<file path="config.mk">
export PLATFORM = sky130hd
export DESIGN_NAME = timer_irq
export DESIGN_NICKNAME = d
export VERILOG_FILES = /design/src/rtl/timer_irq.sv
export SDC_FILE = /design/constraint.sdc
export NUM_CORES = 1
export LEC_CHECK = 0
export ABC_AREA = 1
export ABC_CLOCK_PERIOD_IN_PS = 2720
export CAP_MARGIN = 30
export CELL_PAD_IN_SITES_DETAIL_PLACEMENT = 0
export CELL_PAD_IN_SITES_GLOBAL_PLACEMENT = 1
export CORE_MARGIN = 10
export CORE_UTILIZATION = 46
export DETAILED_ROUTE_END_ITERATION = 12
export PLACE_DENSITY = 0.84
export SETUP_SLACK_MARGIN = 0.3
export SLEW_MARGIN = 20
export SYNTH_ARGS = -nofsm -noshare
export SYNTH_HDL_FRONTEND = slang
export SYNTH_SLANG_ARGS = --single-unit
</file>
<file path="constraint.sdc">
create_clock -name clk -period 2.72 [get_ports clk]
set_input_delay 0.272 -clock clk [delete_from_list [all_inputs] [get_ports clk]]
set_output_delay 0.272 -clock clk [all_outputs]
set_load 0.05 [all_outputs]
</file>
<file path="src/rtl/timer_irq.sv">
// Memory-mapped 16-bit interval timer with prescaler, sticky expiry flag and level IRQ.
// Read data is registered one clock after the chip-select edge to match the core's read mux.
module timer_irq #(
  parameter int unsigned PRESCALE = 16
) (
  input  logic       clk,
  input  logic       reset,
  input  logic       cs,
  input  logic       we,
  input  logic [2:0] addr,
  input  logic [7:0] data_in,
  output logic [7:0] data_out,
  output logic       irq
);

  localparam logic [7:0] PRE_LAST = 8'(PRESCALE - 1);

  logic [7:0]  reload_lo;
  logic [7:0]  reload_hi;
  logic        en;
  logic        ie;
  logic        oneshot;
  logic        exp_flag;
  logic [15:0] count;
  logic [7:0]  presc;
  logic [7:0]  snap;

  logic        wr;
  logic        rd;
  logic        ctrl_wr;
  logic        status_clr;
  logic        start;
  logic        tick;
  logic        expire;
  logic [15:0] reload;
  logic [7:0]  rd_val;

  assign wr         = cs & we;
  assign rd         = cs & ~we;
  assign ctrl_wr    = wr && (addr == 3'd2);
  assign status_clr = wr && (addr == 3'd3) && data_in[0];
  assign reload     = {reload_hi, reload_lo};
  assign tick       = en && (presc == PRE_LAST);
  assign expire     = tick && (count == 16'd0);
  // EN rising by software write; a tick cannot coincide because the prescaler is frozen while EN=0
  assign start      = ctrl_wr && !en && data_in[0];

  // Both operands are flops, so the interrupt line cannot glitch
  assign irq = exp_flag & ie;

  always_comb begin
    rd_val = 8'h00;
    case (addr)
      3'd0:    rd_val = reload_lo;
      3'd1:    rd_val = reload_hi;
      3'd2:    rd_val = {5'b0, oneshot, ie, en};
      3'd3:    rd_val = {7'b0, exp_flag};
      3'd4:    rd_val = count[7:0];
      3'd5:    rd_val = snap;
      default: rd_val = 8'h00;
    endcase
  end

  always_ff @(posedge clk or posedge reset) begin
    if (reset) begin
      reload_lo <= 8'h00;
      reload_hi <= 8'h00;
      en        <= 1'b0;
      ie        <= 1'b0;
      oneshot   <= 1'b0;
      exp_flag  <= 1'b0;
      count     <= 16'h0000;
      presc     <= 8'h00;
      snap      <= 8'h00;
      data_out  <= 8'h00;
    end else begin
      if (wr && (addr == 3'd0)) reload_lo <= data_in;
      if (wr && (addr == 3'd1)) reload_hi <= data_in;

      // A CTRL write overrides the one-shot auto-disable on the same edge
      if (ctrl_wr) begin
        en      <= data_in[0];
        ie      <= data_in[1];
        oneshot <= data_in[2];
      end else if (expire && oneshot) begin
        en <= 1'b0;
      end

      if (expire)          exp_flag <= 1'b1;
      else if (status_clr) exp_flag <= 1'b0;

      if (start) begin
        count <= reload;
        presc <= 8'h00;
      end else if (en) begin
        presc <= tick ? 8'h00 : presc + 8'd1;
        if (tick) count <= (count == 16'd0) ? reload : count - 16'd1;
      end

      // COUNT_LO read freezes the high byte so a following COUNT_HI read is coherent
      if (rd) begin
        data_out <= rd_val;
        if (addr == 3'd4) snap <= count[15:8];
      end
    end
  end

endmodule

</file>
Word level (Yosys, flattened, before mapping)
Index checks and enable logic that the tools add are counted.

cells by class
  add/sub/neg operators = 2
  eq/ne operators = 6
  mux-type cells = 12
  bitwise operators = 4
  reduce and logical (&&, ||, !) cells = 19

operator list
  operator                                                                number
  16-bit 2-to-1 mux                                                       4
  8-bit one-hot mux with 6 select lines                                   1
  8-bit 2-to-1 mux                                                        3
  16-bit zero test                                                        1
  16-bit by 1-bit subtractor with 16-bit output (second input constant)   1
  1-bit logical AND                                                       10
  8-bit by 1-bit adder with 8-bit output (second input constant)          1
  8-bit by 4-bit equality test with 1-bit output (second input constant)  1
  2-bit nonzero test                                                      4
  3-bit by 2-bit equality test with 1-bit output (second input constant)  2
  3-bit equality test (second input constant)                             2
  1-bit 2-to-1 mux                                                        4
  2-bit AND reduction                                                     2
  1-bit AND                                                               3
  3-bit by 1-bit equality test with 1-bit output (second input constant)  1
  3-bit zero test                                                         1
  1-bit zero test                                                         1
  1-bit inverter                                                          1

storage, ports and cells
  flip-flop bits (word level) = 60
  word-level logic and storage cells = 53

Depth between registers and ports, before layout
  depth in word-level cells = 6
  gate-level depth with buffers = 13
  mapped depth without buffers = 12

Least setup slack after synthesis
OpenSTA, ideal clock, no wires.

  kind = reg-to-reg
  start point = reg count[0]
  end point = reg count[10]
  arrival = 1.355 ns
  data required time = 2.604 ns
  setup slack = 1.248 ns
  stages on the path, launching flop included = 13
  path buffers = 1
  path through = dfrtp_1 inv_1 ha_1 inv_1 nor2_1 nand2_1 nor2_1 nand2_1 nand2_4 buf_4 a21oi_1 nand2_1 nand2_1

between the ends
  longest elaborated chain between the ends = 5
  elaborated cells on any way between the ends = 6

ends and longest elaborated chain
  item                                                                               RTL line  source
  start, declared                                                                    24        logic [15:0] count;
  start signal, assigned                                                             93        count <= reload;
  start signal, assigned                                                             97        if (tick) count <= (count == 16'd0) ? reload : count - 16'd1;
  16-bit by 1-bit subtractor with 16-bit output or 16-bit zero test (tied branches)  97
  16-bit 2-to-1 mux * (2 in series)                                                  97
  16-bit 2-to-1 mux *                                                                95        end else if (en) begin
  16-bit 2-to-1 mux *                                                                92        if (start) begin

Mark *: on every way between the ends. The rest lies on a longest branch, timed or not. The select of a mux whose other input is x is not followed.
A chain may end at the register's enable or synchronous reset.

Final worst setup path
  start point = reg count[0]
  end point = reg count[12]

Same word-level chain as after synthesis.

==> results by group <==
Timing
  • Final worst slack: 0.621 ns
  • Setup violators final: 0
  • Slew HR: 0.462
  • Final hold vios: 0
  • Period utilisation layout: 0.772
  • Minimum clock period: 2.10 ns
  • Worst-Margin Slew: 0.807 ns
  • Fmax achieved: 476 MHz
  • RSZ-0062 raised after global routing: false
  • Max Slew Vio Count: 0
  • Post-Route Setup TNS: 0 ns
  • Skew final: 0.00621 ns

Synthesis
  • Top-area cell type share of the netlist area: 0.442
  • Largest area contributor in the netlist: dfrtp_1
  • Avg Inst Size Synth: 7.13 um2
  • Primary FF master, synth: dfrtp_1
  • Netlist cell types: 29
  • Post-synth ARST share: 1.00
  • Post-Synthesis Cells: 476
  • Register bit total from synthesis: 60
  • Top cells by area, synth: dfrtp_1 (44%), nand2_1 (20%), inv_1 (6.5%)
  • Register area share after synthesis: 0.442
  • Post-Syn Area: 3400 um2
  • Synth top cells by count: nand2_1 (182), dfrtp_1 (60), inv_1 (59)
  • Yosys Warn Count: 0
  • Most common cell in the netlist: nand2_1
  • Syn nets: 494
  • Number of flops mapped to enable cells by yosys: 0

Run
  • Max-cap violations: 0

Worst setup path
  • CP most frequent cell: nand2_1
  • Family with the most delay on the worst path: simple AND/OR/NAND/NOR gates
  • Critical Path Start Type: flip-flop
  • CP max-delay cell: dfrtp_1
  • Kind of end point of the critical path: flip-flop
  • CP Max Fanout: 16
  • Worst-path cell chain: inv_1 > ha_1 > inv_1 > nor2_1 > nand2_1 > nor2_1 > nand2_1 > nand2_4 > inv_2 > nand3_1 > nand2_1 > nand2_1
  • Crit path buf inv count: 3
  • WS Path Type: reg2reg
  • CP required: 2.96 ns
  • Biggest cell delay along the critical path: 0.37 ns
  • CP arrival: 2.34 ns

Clock tree
  • TritonCTS Buffers: 9
  • Worst-path clk slew: 0.07 ns
  • H-Tree Depth: 3
  • Deepest clock path buffer count: 2
  • Cts hold-fix bufs: 0
  • CTS tree: built
  • Clock Latency Late Sink: 0.35 ns
  • CTS sink count: 60
  • Clk root buf: clkbuf_8
  • # resized after CTS: 0
  • Post-CTS Repair Setup Buffers: 0

Placed design
  • IO buf count: 23
  • Placed wire-length estimate: 6.70 mm
  • Pre-CTS setup slack: 0.566 ns
  • RePlAce Congestion: 0.888
  • Dpl cell area: 3710 um2

Layout
  • Layout cells sized above 1: 0.0689
  • Ant diodes: 0
  • Design area: 3930 um2
  • Area growth syn-to-layout: 15.8%
  • Layout Nets: 521

Routing
  • Vias per std cell: 5.09
  • First-iteration detailed-routing DRC count: 209
  • Detailed Routing Iterations Pass 1: 5
  • Vias: 3092
  • Drt total wl: 8.87 mm
  • Routed len/inst: 14.6 um
  • Routed Antenna Nets: 0
  • # DRC: 0

Global routing
  • Largest net degree at the start of global routing: 32
  • GRT Residual Overflow: 0
  • Initial antenna violation count: 0
  • First-pass GRT wire length: 14.8 mm
  • Total Routing Usage GR: 0.164
  • Number of global-route vias before repair: 2877

Pwr
  • Cell internal pwr: 1.95 mW
  • Net Sw Frac: 0.374
  • Clk pwr share: 0.289
  • Sequential Power Share: 0.412
  • Leak: 2.04 nW
  • Worst vdd ir: 0.417 mV
  • P per Cell Area: 792 nW/um2
  • Switching pwr: 1.16 mW
  • Combinational fraction of design power: 0.298

Hold path
  • Worst hold path class: in2async

Floorplanning
  • IO Pins: 24
  • Num rows: 31
  • Die X: 106 um
  • Die Area: 11200 um2
  • Core Area: 7210 um2
  • Initial core utilization: 0.471
  • Die height: 106 um

Status
  • Status: complete, no violations
-- cell families after synthesis --
kind of cell	Yosys count	synth area share
simple gates	279	0.351
buf+inv	73	0.0903
flops	60	0.442
compound gates	55	0.0899
xor+xnor	6	0.0155
fa+ha+maj	3	0.0111
-- power by group through the flow --
| stage | Sequential (mW) | Clock (mW) | Combinational [mW] |
|---|---|---|---|
| floorplan | 1.29 | 0 | 0.636 |
| global placement | 1.29 | 0 | 0.918 |
| detailed placement | 1.29 | 0 | 0.929 |
| CTS | 1.28 | 0.924 | 0.934 |
| global route | 1.31 | 0.962 | 1.06 |
| finish | 1.28 | 0.901 | 0.930 |
-- layer usage --
layer	wire, um	part of all wire	global-route usage	vias up
met5	0	0	0	-
met1	4250	0.48	0.229	1425
met4	116	0.013	0.0522	0
li1	-	-	-	1556
met3	690	0.078	0.0550	13
met2	3810	0.43	0.232	98
-- path summary, 6_finish.rpt --
kind | start | endpoint | slack [ns] | cells past startpoint
max in group asynchronous | reset | count[3]$_DFFE_PP0P_ | 1.77 | 3
worst max register to register | count[0]$_DFFE_PP0P_ | count[12]$_DFFE_PP0P_ | 0.62 | 12
min in group clk | data_out[7]$_DFFE_PP0P_ | data_out[7]$_DFFE_PP0P_ | 0.48 | 2
worst max-delay path | count[0]$_DFFE_PP0P_ | count[12]$_DFFE_PP0P_ | 0.62 | 12
worst min-delay path | reset | reload_hi[1]$_DFFE_PP0P_ | 0.35 | 2
worst min register to register | data_out[7]$_DFFE_PP0P_ | data_out[7]$_DFFE_PP0P_ | 0.48 | 2
-- layout by cell type (no fill, tap or decap) --
cell | netlist | final
nor3_2 | 1 | 1
buf_12 | 0 | 1
clkinv_2 | 0 | 1
nand2_1 | 182 | 182
nor2_2 | 1 | 1
nand4_1 | 8 | 8
nand2_4 | 2 | 2
o21ai_2 | 1 | 1
clkdlybuf4s50_1 | 0 | 23
o21ai_4 | 1 | 1
xnor2_1 | 1 | 1
o2111ai_1 | 2 | 2
ha_1 | 3 | 3
clkinvlp_4 | 0 | 1
buf_4 | 3 | 2
o21ai_1 | 4 | 4
nor3_1 | 1 | 1
nand2_2 | 3 | 3
inv_2 | 4 | 5
nor2_1 | 36 | 36
clkbuf_8 | 0 | 10
dfrtp_1 | 60 | 60
nand3_1 | 42 | 42
o21ai_0 | 35 | 35
nor3_4 | 1 | 1
o211ai_1 | 1 | 1
xor2_1 | 5 | 5
nand3_4 | 2 | 2
a21oi_1 | 9 | 9
bufinv_16 | 0 | 2
o22ai_1 | 1 | 1
clkbuf_1 | 0 | 2
a31o_2 | 1 | 1
inv_1 | 59 | 58
-- layout make-up --
cell class / count / area (um2)
tap: 99 / 124
inverter: 63 / 236
timing repair buffer: 26 / 265
clock inverter: 4 / 72.6
sequential: 60 / 1500
clock buffer: 12 / 145
multi-input combinational: 343 / 1590
fill: 722 / 3280
-- sequential cells by signal (all words and copies together) (netlist names) --
name       cells
count         16
presc          8
ie             1
oneshot        1
reload_lo      8
snap           8
exp_flag       1
en             1
reload_hi      8
data_out       8
-- through the flow --
step                cells  utilization  hold slack (ns)  total power, mW
finish                607        0.545            0.349             3.11
global route          607        0.545            0.391             3.33
detailed placement    591        0.515            0.464             2.22
floorplan             476            -            0.416             1.93
CTS                   607        0.545            0.366             3.14
global placement      591        0.515            0.464             2.21
Note: power is estimated with default switching activity, not from simulation.
